[config.mk]
export PLATFORM = sky130hd
export DESIGN_NAME = seg_scan_decoder
export DESIGN_NICKNAME = d
export VERILOG_FILES = /design/src/rtl/seg_scan_decoder.sv
export SDC_FILE = /design/constraint.sdc
export NUM_CORES = 1
export LEC_CHECK = 0
export CAP_MARGIN = 5
export CORE_MARGIN = 3
export CORE_UTILIZATION = 40
export CTS_BUF_LIST = sky130_fd_sc_hd__clkbuf_4 sky130_fd_sc_hd__clkbuf_8 sky130_fd_sc_hd__clkbuf_16
export CTS_CLUSTER_DIAMETER = 30
export DETAILED_ROUTE_END_ITERATION = 7
export REMOVE_ABC_BUFFERS = 1
export SYNTH_ARGS = -nofsm -noshare
export SYNTH_HDL_FRONTEND = slang
export SYNTH_SLANG_ARGS = --single-unit
[constraint.sdc]
create_clock -name clk -period 2.8 [get_ports clk]
set_input_delay 0.84 -clock clk [delete_from_list [all_inputs] [get_ports clk]]
set_output_delay 0.84 -clock clk [all_outputs]
set_load 0.01 [all_outputs]
[src/rtl/seg_scan_decoder.sv]
// Receive-side monitor for the multiplexed 7-segment scan bus: debounces each slot,
// decodes segments back to BCD and reports complete frames. Optional macro: SEG_SCAN_SYNC_EN.
module seg_scan_decoder #(
  parameter int NUM_DIG    = 6,
  parameter int STABLE_CYC = 4
) (
  input  logic                   clk,
  input  logic                   rst_n,
  input  logic [NUM_DIG-1:0]     sel,
  input  logic [7:0]             dig,
  output logic [4*NUM_DIG-1:0]   digits,
  output logic [NUM_DIG-1:0]     dp,
  output logic                   frame_valid,
  output logic                   err_pattern,
  output logic                   err_sel
);

  localparam int SW = NUM_DIG + 8;
  localparam logic [7:0] STABLE_N = 8'(STABLE_CYC);

  logic [SW-1:0] in_w;

`ifdef SEG_SCAN_SYNC_EN
  logic [SW-1:0] sync1, sync2;
  always_ff @(posedge clk) begin
    if (!rst_n) begin
      sync1 <= '1;
      sync2 <= '1;
    end else begin
      sync1 <= {sel, dig};
      sync2 <= sync1;
    end
  end
  assign in_w = sync2;
`else
  assign in_w = {sel, dig};
`endif

  logic [SW-1:0]        s;
  logic [7:0]           cnt;
  logic                 captured;
  logic [NUM_DIG-1:0]   mask;
  logic [4*NUM_DIG-1:0] shadow;
  logic [NUM_DIG-1:0]   shadow_dp;

  logic                 same;
  logic [7:0]           cnt_next;
  logic                 cap_keep;
  logic                 slot_evt;
  logic [NUM_DIG-1:0]   sel_low;
  logic                 onehot;
  logic                 multi;
  logic [3:0]           code;
  logic                 code_ok;
  logic                 cap_en;
  logic                 mask_full;
  logic [NUM_DIG-1:0]   mask_next;

  // The slot is classified from the value being registered this edge, so a
  // STABLE_CYC of 1 captures on the very edge the new sample arrives.
  always_comb begin
    same      = (in_w == s);
    cnt_next  = !same ? 8'd1 : ((cnt < STABLE_N) ? cnt + 8'd1 : cnt);
    cap_keep  = same & captured;
    slot_evt  = (cnt_next == STABLE_N) && !cap_keep;
    sel_low   = ~in_w[SW-1:8];
    onehot    = (sel_low != '0) &&
                ((sel_low & (sel_low - {{(NUM_DIG-1){1'b0}}, 1'b1})) == '0);
    multi     = (sel_low != '0) && !onehot;
    code      = 4'h0;
    code_ok   = 1'b1;
    case (in_w[6:0])
      7'h40: code = 4'h0;
      7'h79: code = 4'h1;
      7'h24: code = 4'h2;
      7'h30: code = 4'h3;
      7'h19: code = 4'h4;
      7'h12: code = 4'h5;
      7'h02: code = 4'h6;
      7'h78: code = 4'h7;
      7'h00: code = 4'h8;
      7'h10: code = 4'h9;
      7'h7F: code = 4'hF;
      default: code_ok = 1'b0;
    endcase
    cap_en    = slot_evt && onehot && code_ok;
    mask_full = &mask;
    mask_next = (mask_full ? '0 : mask) | (cap_en ? sel_low : '0);
  end

  always_ff @(posedge clk) begin
    if (!rst_n) begin
      s           <= '1;
      cnt         <= 8'd0;
      captured    <= 1'b0;
      mask        <= '0;
      digits      <= '0;
      dp          <= '0;
      frame_valid <= 1'b0;
      err_pattern <= 1'b0;
      err_sel     <= 1'b0;
    end else begin
      s           <= in_w;
      cnt         <= cnt_next;
      captured    <= cap_keep | slot_evt;
      mask        <= mask_next;
      frame_valid <= mask_full;
      err_pattern <= slot_evt && onehot && !code_ok;
      err_sel     <= slot_evt && multi;
      if (mask_full) begin
        digits <= shadow;
        dp     <= shadow_dp;
      end
    end
  end

  genvar gi;
  generate
    for (gi = 0; gi < NUM_DIG; gi++) begin : g_shadow
      always_ff @(posedge clk) begin
        if (!rst_n) begin
          shadow[4*gi +: 4] <= 4'h0;
          shadow_dp[gi]     <= 1'b0;
        end else if (cap_en && sel_low[gi]) begin
          shadow[4*gi +: 4] <= code;
          shadow_dp[gi]     <= ~in_w[7];
        end
      end
    end
  endgenerate

endmodule

==> summary.md <==
| Metric | Value |
|---|---|
| ANT nets after route | `0` |
| Met3 Track Usage GR | `3.41%` |
| FF+latch count, synth | `92` |
| I/O pin cnt | `49` |
| Critical R2R Launch | `cnt[0]` |
| Maxcap violations | `0` |
| Grt total ovfl | `0` |
| Reg2reg end | `shadow_dp[0]` |
| Syn Inst Count | `402` |
| Most used DFF post-synth | `dfxtp_1` |
| R2r setup slk | `290 ps` |
| Clock Skew | `7.50 ps` |
| Share of cells above drive strength 1 | `15.1%` |
| Die width | `102 µm` |
| RSZ-0062 raised after global routing | `no` |
| Total Wirelength | `7.97 mm` |
| Seq/Total Area, Yosys | `50.1%` |
| Worst Setup Start Kind | `primary input` |
| Cell Count, Final, Fillers Out | `585` |
| Mapped cell area | `3670 µm²` |
| Clock Latency Late Sink | `360 ps` |
| Total power | `2.39 mW` |
| Final design utilization | `53.2%` |
| Final Max Tran Viols | `0` |
| Clock root cell | `clkbuf_8` |
| # DRC | `0` |
| Core Footprint | `8810 µm²` |
| Num rows | `34` |
| Syn-to-layout area delta | `27.6%` |
| Worst IR Drop VDD | `0.000212 V` |
| Crit path arrival time | `2990 ps` |
| Initial core utilization | `41.7%` |
| Largest net degree at the start of global routing | `38` |
| Run status | `complete, no violations` |
| Fraction of synthesis flops using an asynchronous set or reset pin | `0%` |
| Initial antenna violation count | `0` |
| Placed Cells | `568` |
| Vias in the first global route | `2885` |
| # hold bufs at CTS | `0` |
| Slew HR | `55.3%` |
| CP Capture Type | `flop` |
| HPWL after DPL | `5.67 mm` |
| Initial DRC Count | `76` |
| Critical Path Source | `dig[6]` |
| Via count | `2897` |
| Worst Setup EP | `shadow[23]` |
| Global-route met2 utilization | `26.1%` |
| First-pass GRT wire length | `13.4 mm` |
| Yosys warns | `0` |
| Leakage power | `1.64 nW` |
| Setup violators final | `0` |
| Pwr Density | `510 nW/µm²` |
| Minimum clock period | `2700 ps` |
| H-tree levels | `3` |
| Final worst path period share | `96.3%` |
| CP Max Fanout | `8` |
| Multi-input logic area | `1710 µm²` |
| Synth area leader | `dfxtp_1` |
| Total die area | `10400 µm²` |
| Largest cells by area after synthesis | `dfxtp_1, nand2_1, mux2i_1, a21oi_1, xnor2_1` |
| Ant. Diodes | `0` |
| Avg WL per Cell | `13.6 µm` |
| Final #Nets | `489` |
| Vias per inst | `4.95` |
| TritonCTS clock tree | `built` |
| Final Hold Vio Count | `0` |
| Worst Tran Pin Value | `670 ps` |
| GR Util met1 | `22.3%` |
| Worst hold path type | `reg2reg` |
| FF-to-FF path depth | `8` |
| Storage cell area | `1840 µm²` |
| WP data required | `3090 ps` |
| Fill cells | `864` |
| Gr busiest metal | `met2` |
| Max Root-Sink Buffers | `2` |
| Max Fclk | `371 MHz` |
| EDFF count, synth | `0` |
| Synth top area share | `50.1%` |
| # clock sinks | `92` |
| Library cells used by synthesis | `43` |
| WHS | `454 ps` |
| Num CTS Buffers | `9` |
| Global-route usage over all layers | `16.5%` |
| Crit Path Class | `in2reg` |
| I/O Buffers | `48` |
| TritonRoute pass-1 iters | `4` |
| RD Place Congestion | `0.795` |
| DIE HEIGHT | `102 µm` |
| Clock slew at reported path FFs | `90 ps` |
| Avg Cell Area, Syn | `9.14 µm²` |
## cell type report
class                   instances  area share [%]
flip-flops and latches         92            39.3
multi-input cells             278            36.4
repair buffers                 88            16.9
clock inverters                 6            1.49
inverters                       3           0.240
well taps                     108            2.88
clock buffers                  10            2.80
## cells in the mapped netlist, types with 2 or more instances
| cell | count |
|---|---|
| and2_1 | 6 |
| nand4_1 | 3 |
| o21ai_0 | 4 |
| mux2i_1 | 31 |
| dfxtp_1 | 92 |
| o21a_1 | 5 |
| o211ai_1 | 3 |
| a21oi_1 | 35 |
| a211oi_1 | 2 |
| buf_2 | 7 |
| nand2_1 | 102 |
| inv_1 | 2 |
| nor2_1 | 6 |
| nand3_1 | 3 |
| clkbuf_1 | 19 |
| nor2_4 | 6 |
| nor4b_1 | 2 |
| buf_6 | 3 |
| nor2b_1 | 4 |
| nor3_1 | 10 |
| and3_1 | 7 |
| xnor2_1 | 15 |
| nand2b_1 | 13 |
| or3_1 | 3 |
## registers in the layout, summed over array words and instances (netlist names), 6 cells and up
register,cells
dp,6
digits,24
shadow_dp,6
shadow,24
s,14
mask,6
cnt,8
## per-stage QoR
step / area (µm²) / TNS (ps) / setup WS, ps
after floorplan: 3530 / 0 / 356
after global placement: 4450 / -7350 / -288
after detailed placement: 4450 / -8920 / -317
after CTS: 4660 / 0 / 69.3
after global routing: 4690 / 0 / 14.8
final: 4690 / 0 / 104
## kinds of logic after synthesis
kind of cell	share of synthesized area, %
flops	50.1
fa+ha+maj	0.613
compound gates	9.64
mux	8.45
buf+inv	4.12
xor+xnor	3.81
simple gates	23.2
## worst max-delay path, stage by stage
cell and delay, ps:
clkdlybuf4s50_1 600, xnor2_1 160, nand4_1 190, or4_1 580, buf_4 200, nor3_1 210, mux2i_1 210
## cell usage in the layout (no fill, tap or decap), types with 2 or more instances in the layout
master / synthesis / layout
nand2_1: 102 / 102
dfxtp_1: 92 / 92
clkdlybuf4s50_1: 0 / 45
buf_4: 0 / 39
a21oi_1: 35 / 35
mux2i_1: 31 / 31
xnor2_1: 15 / 15
nand2b_1: 13 / 13
clkbuf_8: 0 / 9
and3_1: 7 / 7
nor3_1: 10 / 7
nor2_1: 6 / 6
nor2_4: 6 / 6
and2_1: 6 / 6
o21a_1: 5 / 5
nor2b_1: 4 / 4
o21ai_0: 4 / 4
nand3_1: 3 / 3
or3_1: 3 / 3
o211ai_1: 3 / 3
nand4_1: 3 / 3
nor3_2: 0 / 3
inv_6: 0 / 3
inv_1: 2 / 2
nor4b_1: 2 / 2
a211oi_1: 2 / 2
dlymetal6s2s_1: 0 / 2
## power breakdown
| part | leakage [nW] | internal, mW | switching, mW | total [mW] |
|---|---|---|---|---|
| clock network | 0.105 | 0.433 | 0.480 | 0.913 |
| logic | 0.791 | 0.0716 | 0.0807 | 0.152 |
| registers | 0.745 | 1.32 | 0.00550 | 1.32 |
| total | 1.64 | 1.82 | 0.566 | 2.39 |
## what timing repair did
item                       4_1_cts  5_1_grt
setup endpoints to repair        0       29
buffers inserted                 0        1
gates resized for setup          0        6
## layer usage
metal | part of all wire, % | up-vias | routed length (µm)
met5 | 0 | - | 0
met4 | 1.6 | 0 | 131
met3 | 2.5 | 12 | 203
met2 | 47 | 42 | 3760
met1 | 49 | 1364 | 3870
li1 | - | 1479 | -
## worst min path at each step
stage                  from    endpoint  slack (ps)  cells past startpoint
4_1_cts          shadow[22]  digits[22]         460                      2
2_1_floorplan     shadow[0]   digits[0]         430                      2
3_3_place_gp   shadow_dp[0]       dp[0]         440                      2
3_5_place_dp     digits[16]  digits[16]         450                      2
6_report         shadow[22]  digits[22]         450                      2
5_1_grt          digits[22]  digits[22]         480                      2
Note: power is estimated with default switching activity, not from simulation.
